### src/rtl/bottomhalf_bus_core.sv
// Host-bus bottom half: synchronises the asynchronous host strobes and turns
// their edges into one-cycle payload write/read pulses. It also serves a small
// set of internal ID/status registers at 8'hFC..8'hFF and runs a microsecond
// delay counter.
//
// Ports:
//   __osc, __rst_n       clock, synchronous active-low reset
//   ale, write, read     raw host strobes (read active-low)
//   data_in / data_out   host data bus, with data_oe as the output enable
//   wr_stb/addr/data     one-cycle payload write
//   rd_stb/addr, rd_data one-cycle payload read; rd_data answers combinationally
//   dly_start, dly_usec  delay request; busy is high while the delay runs
module bottomhalf_bus_core #(
  parameter logic [15:0] TYPE        = 16'h0000,
  parameter logic [7:0]  SUBTYPE     = 8'h00,
  parameter int unsigned ADDR_OK_BIT = 4,
  parameter int unsigned CLK_MHZ     = 24,
  parameter int unsigned DLY_W       = 17,
  parameter int unsigned SYNC_STAGES = 2
) (
  input  logic             __osc,
  input  logic             __rst_n,
  input  logic             ale,
  input  logic             write,
  input  logic             read,
  input  logic [7:0]       data_in,
  output logic [7:0]       data_out,
  output logic             data_oe,
  output logic             wr_stb,
  output logic [7:0]       wr_addr,
  output logic [7:0]       wr_data,
  output logic             rd_stb,
  output logic [7:0]       rd_addr,
  input  logic [7:0]       rd_data,
  input  logic             dly_start,
  input  logic [11:0]      dly_usec,
  output logic             busy
);

  // Product width: wide enough for CLK_MHZ * 4095 and for the 2^DLY_W limit.
  localparam int unsigned PW = (DLY_W + 8 > 44) ? DLY_W + 8 : 44;

  logic [SYNC_STAGES-1:0] ale_sync_q, ale_sync_d;
  logic [SYNC_STAGES-1:0] write_sync_q, write_sync_d;
  logic [SYNC_STAGES-1:0] read_sync_q, read_sync_d;
  logic ale_prev_q, write_prev_q, read_prev_q;
  logic ale_s, write_s, read_s;
  logic ale_fall, write_rise, read_fall;

  logic [7:0] addr_q, addr_d;
  logic [7:0] data_out_q, data_out_d;
  logic [7:0] wr_addr_q, wr_addr_d, wr_data_q, wr_data_d, rd_addr_q, rd_addr_d;
  logic       wr_stb_q, wr_stb_d, rd_stb_q, rd_stb_d;

  logic [DLY_W-1:0] cnt_q, cnt_d, dly_load;
  logic             busy_q, busy_d;
  logic [PW-1:0]    dly_prod, dly_limit;
  logic [7:0]       int_rd_val;

  assign ale_s   = ale_sync_q[SYNC_STAGES-1];
  assign write_s = write_sync_q[SYNC_STAGES-1];
  assign read_s  = read_sync_q[SYNC_STAGES-1];

  assign ale_fall   = ale_prev_q & ~ale_s;
  assign write_rise = ~write_prev_q & write_s;
  assign read_fall  = read_prev_q & ~read_s;

  assign dly_prod  = PW'(CLK_MHZ) * PW'(dly_usec);
  assign dly_limit = PW'(1) << DLY_W;
  assign dly_load  = (dly_prod > dly_limit) ? {DLY_W{1'b1}} : DLY_W'(dly_prod - PW'(1));

  always_comb begin
    int_rd_val = 8'h00;
    unique case (addr_q[1:0])
      2'b00: int_rd_val = {7'b0, busy_q};
      2'b01: int_rd_val = TYPE[7:0];
      2'b10: int_rd_val = TYPE[15:8];
      2'b11: int_rd_val = SUBTYPE;
      default: int_rd_val = 8'h00;
    endcase
  end

  always_comb begin
    ale_sync_d   = {ale_sync_q[SYNC_STAGES-2:0], ale};
    write_sync_d = {write_sync_q[SYNC_STAGES-2:0], write};
    read_sync_d  = {read_sync_q[SYNC_STAGES-2:0], read};
    addr_d     = addr_q;
    data_out_d = data_out_q;
    wr_addr_d  = wr_addr_q;
    wr_data_d  = wr_data_q;
    rd_addr_d  = rd_addr_q;
    wr_stb_d   = 1'b0;
    rd_stb_d   = 1'b0;

    if (ale_fall) addr_d = data_in;
    // Strobes below use addr_q, so a same-cycle ale edge sees the old address.
    if (write_rise) begin
      wr_stb_d  = 1'b1;
      wr_addr_d = addr_q;
      wr_data_d = data_in;
    end
    // Payload data arrives the cycle after rd_stb.
    if (rd_stb_q) data_out_d = rd_data;
    if (read_fall) begin
      if (&addr_q[7:2]) begin
        data_out_d = int_rd_val;
      end else begin
        rd_stb_d  = 1'b1;
        rd_addr_d = addr_q;
      end
    end
  end

  always_comb begin
    cnt_d  = cnt_q;
    busy_d = busy_q;
    if (busy_q) begin
      if (cnt_q == '0) busy_d = 1'b0;
      else             cnt_d  = cnt_q - 1'b1;
    end else if (dly_start && (dly_usec != 12'd0)) begin
      cnt_d  = dly_load;
      busy_d = 1'b1;
    end
  end

  always_ff @(posedge __osc) begin
    if (!__rst_n) begin
      ale_sync_q   <= '1;
      write_sync_q <= '1;
      read_sync_q  <= '1;
      ale_prev_q   <= 1'b1;
      write_prev_q <= 1'b1;
      read_prev_q  <= 1'b1;
      addr_q       <= 8'h00;
      data_out_q   <= 8'h00;
      wr_addr_q    <= 8'h00;
      wr_data_q    <= 8'h00;
      rd_addr_q    <= 8'h00;
      wr_stb_q     <= 1'b0;
      rd_stb_q     <= 1'b0;
      cnt_q        <= '0;
      busy_q       <= 1'b0;
    end else begin
      ale_sync_q   <= ale_sync_d;
      write_sync_q <= write_sync_d;
      read_sync_q  <= read_sync_d;
      ale_prev_q   <= ale_s;
      write_prev_q <= write_s;
      read_prev_q  <= read_s;
      addr_q       <= addr_d;
      data_out_q   <= data_out_d;
      wr_addr_q    <= wr_addr_d;
      wr_data_q    <= wr_data_d;
      rd_addr_q    <= rd_addr_d;
      wr_stb_q     <= wr_stb_d;
      rd_stb_q     <= rd_stb_d;
      cnt_q        <= cnt_d;
      busy_q       <= busy_d;
    end
  end

  assign data_out = data_out_q;
  assign data_oe  = ~read & addr_q[ADDR_OK_BIT];
  assign wr_stb   = wr_stb_q;
  assign wr_addr  = wr_addr_q;
  assign wr_data  = wr_data_q;
  assign rd_stb   = rd_stb_q;
  assign rd_addr  = rd_addr_q;
  assign busy     = busy_q;

endmodule

### config.mk
export PLATFORM = sky130hd
export DESIGN_NAME = bottomhalf_bus_core
export DESIGN_NICKNAME = d
export VERILOG_FILES = /design/src/rtl/bottomhalf_bus_core.sv
export SDC_FILE = /design/constraint.sdc
export NUM_CORES = 1
export LEC_CHECK = 0
export CAP_MARGIN = 5
export CORE_UTILIZATION = 57
export CTS_CLUSTER_SIZE = 10
export DETAILED_ROUTE_END_ITERATION = 10
export GPL_TIMING_DRIVEN = 1
export HOLD_SLACK_MARGIN = 0.05
export PLACE_DENSITY = 0.86
export SYNTH_ARGS = -nofsm -noshare
export SYNTH_HDL_FRONTEND = slang
export SYNTH_SLANG_ARGS = --single-unit
### constraint.sdc
create_clock -name __osc -period 5.64 [get_ports __osc]
set_input_delay 1.128 -clock __osc [delete_from_list [all_inputs] [get_ports __osc]]
set_output_delay 1.128 -clock __osc [all_outputs]
set_load 0.005 [all_outputs]
==> run metrics <==
post-synthesis cell area 3900 um2; Reg area 1380 um2; most frequent cells in the layout 69 x dfxtp_1, 69 x clkdlybuf4s50_1, 56 x nand2_1; Final WS setup 1730 ps; Layout area overhead 23.7%; Sw Share 31.5%; Logic pwr share 24.9%; Mapped Cells 452; Post-CTS Setup Inserts 0; crit-path max FO 6; Antenna diodes 0; Num Clock Sinks 69; Hold Buf Count CTS 0; Seq pwr share 43.0%; floorplan row count 29; clock slew seen by the registers of the worst setup and hold paths 80 ps; IO buf count 69; drc violations 4; die width 84.7 um; endpoint of the worst register-to-register path cnt_q[7]; internal power 0.858 mW; Fin Hold WS 421 ps; DRT Wirelength 9140 um; Hold Crit Class reg2reg; routability cong. 0.880; placed inst area 4620 um2; Vias/cell 5.89; Fin. Hold Viols 0; crit end category flip-flop; reg2reg setup slack 2950 ps; Final setup viols 0; Worst R2R Start cnt_q[0]; status finished with violations; flops & latches, synth 69; sequential cell area fraction in the yosys report 35.4%; global route overflow 0; Root Driver clkbuf_8; Core ar. 6460 um2; post-route cell area 4820 um2; Initial Utilization 60.3%; placed cell count 581; Layout Nets 570; layout cells sized above 1 7.88%; CTS tree done; post-DR wirelength/cell 15.3 um; Fill cells 501; failing checks DRC; worst-skew pair later-pin latency 350 ps; post-layout min period 3910 ps; CTS H-Tree Depth 3; synth warn 0; post-synth cell types 68; Top FF cell, synth dfxtp_1; period utilization 69.4%; fin cells 597; Max stage delay on crit path 510 ps; dpl hpwl 6680 um; f_max 256 MHz; Mapped Nets 507; worst-path cell chain clkdlybuf4s50_1 -> ha_1 -> fa_1 -> a21oi_1 -> o211ai_1 -> o2111a_1 -> nor3_1 -> nor4b_4 -> nor3b_1 -> or3b_1; Pwr Total 1.25 mW; Clock Tree Buf Depth 2; number of flops mapped to enable cells by yosys 0; GRT Util Overall 26.1%; die area 7170 um2; Critical Path Start Type input port; CP startpoint dly_usec[0]; Post-Place Setup Slack 1460 ps; Final Util 74.7%; I/O Pins 70; Slew Viols, Final 0; largest net degree at the start of global routing 41; initial antenna violation count 0; vias in the first global route 3269; VDD IR max 125 uV; Resize count post-CTS 0; via count 3519; clock share of power 32.1%; max cap viols 0; first-pass GRT wire length 15200 um; Critical Path Sink cnt_q[16]; Leak 1.79 nW; CP Class in2reg; Avg Inst Size Synth 8.62 um2; Slew HR 24.9%; remaining antenna violation count after routing 0; Worst Tran Pin Value 1120 ps; Initial DRT Pass Iterations 11; pwr/cell area 260 nW/um2; Req. time, crit path 5860 ps; ys async rst share 0%; Die H 84.7 um; unrepaired setup endpoints after global routing false; Worst path slowest cell clkdlybuf4s50_1; TritonCTS buffer count 9; worst clock skew 13.4 ps; Switching Power 0.395 mW; 1st-iter DRT viols 306; setup_tns 0 ps; Worst Reg-to-Reg Cells 8; CP Data Arrival Time 4130 ps; area of the multi-input gates 2360 um2
[state kept, by name, summed over array words and instances, names as in the netlist, 2 cells and up]
signal        cells
data_out          8
rd_addr           8
wr_data           8
addr_q            8
wr_addr           8
write_sync_q      2
cnt_q            17
ale_sync_q        2
read_sync_q       2
[cell usage after synthesis, drive strengths merged (2+ instances only)]
cell type | number | area, um2
or4 | 4 | 30.0
xor2 | 5 | 43.8
nor4b | 3 | 47.5
nand3 | 4 | 20.0
nand2 | 56 | 210
nor3 | 18 | 90.1
o211ai | 4 | 30.0
nand2b | 12 | 75.1
inv | 19 | 71.3
ha | 20 | 250
a21oi | 20 | 111
or3b | 3 | 26.3
clkbuf | 17 | 63.8
o311ai | 2 | 17.5
buf | 3 | 18.8
o211a | 2 | 20.0
o41ai | 2 | 17.5
o22ai | 4 | 25.0
o31ai | 3 | 22.5
a2111oi | 3 | 63.8
and2 | 2 | 12.5
nor3b | 2 | 15.0
nor2b | 8 | 50.1
a21boi | 15 | 116
o221a | 4 | 45.0
and3 | 4 | 25.0
nand4b | 2 | 32.5
o21ai | 28 | 144
nor2 | 41 | 154
o21a | 3 | 22.5
xnor2 | 11 | 96.3
dfxtp | 69 | 1380
nor4 | 4 | 31.3
or3 | 5 | 31.3
mux2i | 22 | 220
a211oi | 6 | 62.6
a22oi | 4 | 30.0
[layout make-up]
type / instances / area share, %
clock buffer: 9 / 2.57
clock inverter: 7 / 1.53
inverter: 20 / 1.56
tap: 77 / 2.00
sequential: 69 / 28.6
timing repair buffer: 72 / 14.8
multi-input combinational: 343 / 48.9
[cells by family after synthesis]
family,Yosys count,synth area share [%]
muxes,22,5.65
and+or+nand+nor,171,22.5
AOI/OAI and AO/OA,113,21.9
DFF,69,35.4
xor gates and xnor gates,16,3.60
adders and majority gates,21,6.93
buffers and inverters,40,4.04
[how the worst min path moves through the flow]
stage	startpoint	slack [ps]	depth (start not counted)	to
after floorplan	ale_sync_q[0]	390	1	ale_sync_q[1]
after global placement	write_sync_q[0]	390	1	write_sync_q[1]
after detailed placement	read_sync_q[0]	400	1	read_sync_q[1]
after CTS	read_sync_q[0]	420	1	read_sync_q[1]
after global routing	write_sync_q[0]	450	1	write_sync_q[1]
final	read_sync_q[0]	420	1	read_sync_q[1]
[power groups by stage]
stage               clock network (mW)  logic, mW  registers (mW)
global route                     0.431      0.341           0.542
global placement                     0      0.295           0.547
floorplan                            0      0.226           0.541
detailed placement                   0      0.306           0.549
CTS                              0.407      0.309           0.538
finish                           0.403      0.312           0.539
[routing by layer]
metal  vias to the layer above  wire length [um]  share of wire, %  track usage [%]
met5                         -                 0                 0                0
met4                         0               133               1.5             9.24
met3                        11               501               5.5             5.41
met2                       132              4520                49             45.5
met1                      1628              3990                44             32.1
li1                       1748                 -                 -                -
[worst max-delay path: cells and delay by family]
family	cells	cell delay, ps
buf+inv	1	510
compound gates	3	630
simple gates	4	1150
fa+ha+maj	2	710
Power figures use the tool's default switching activity.
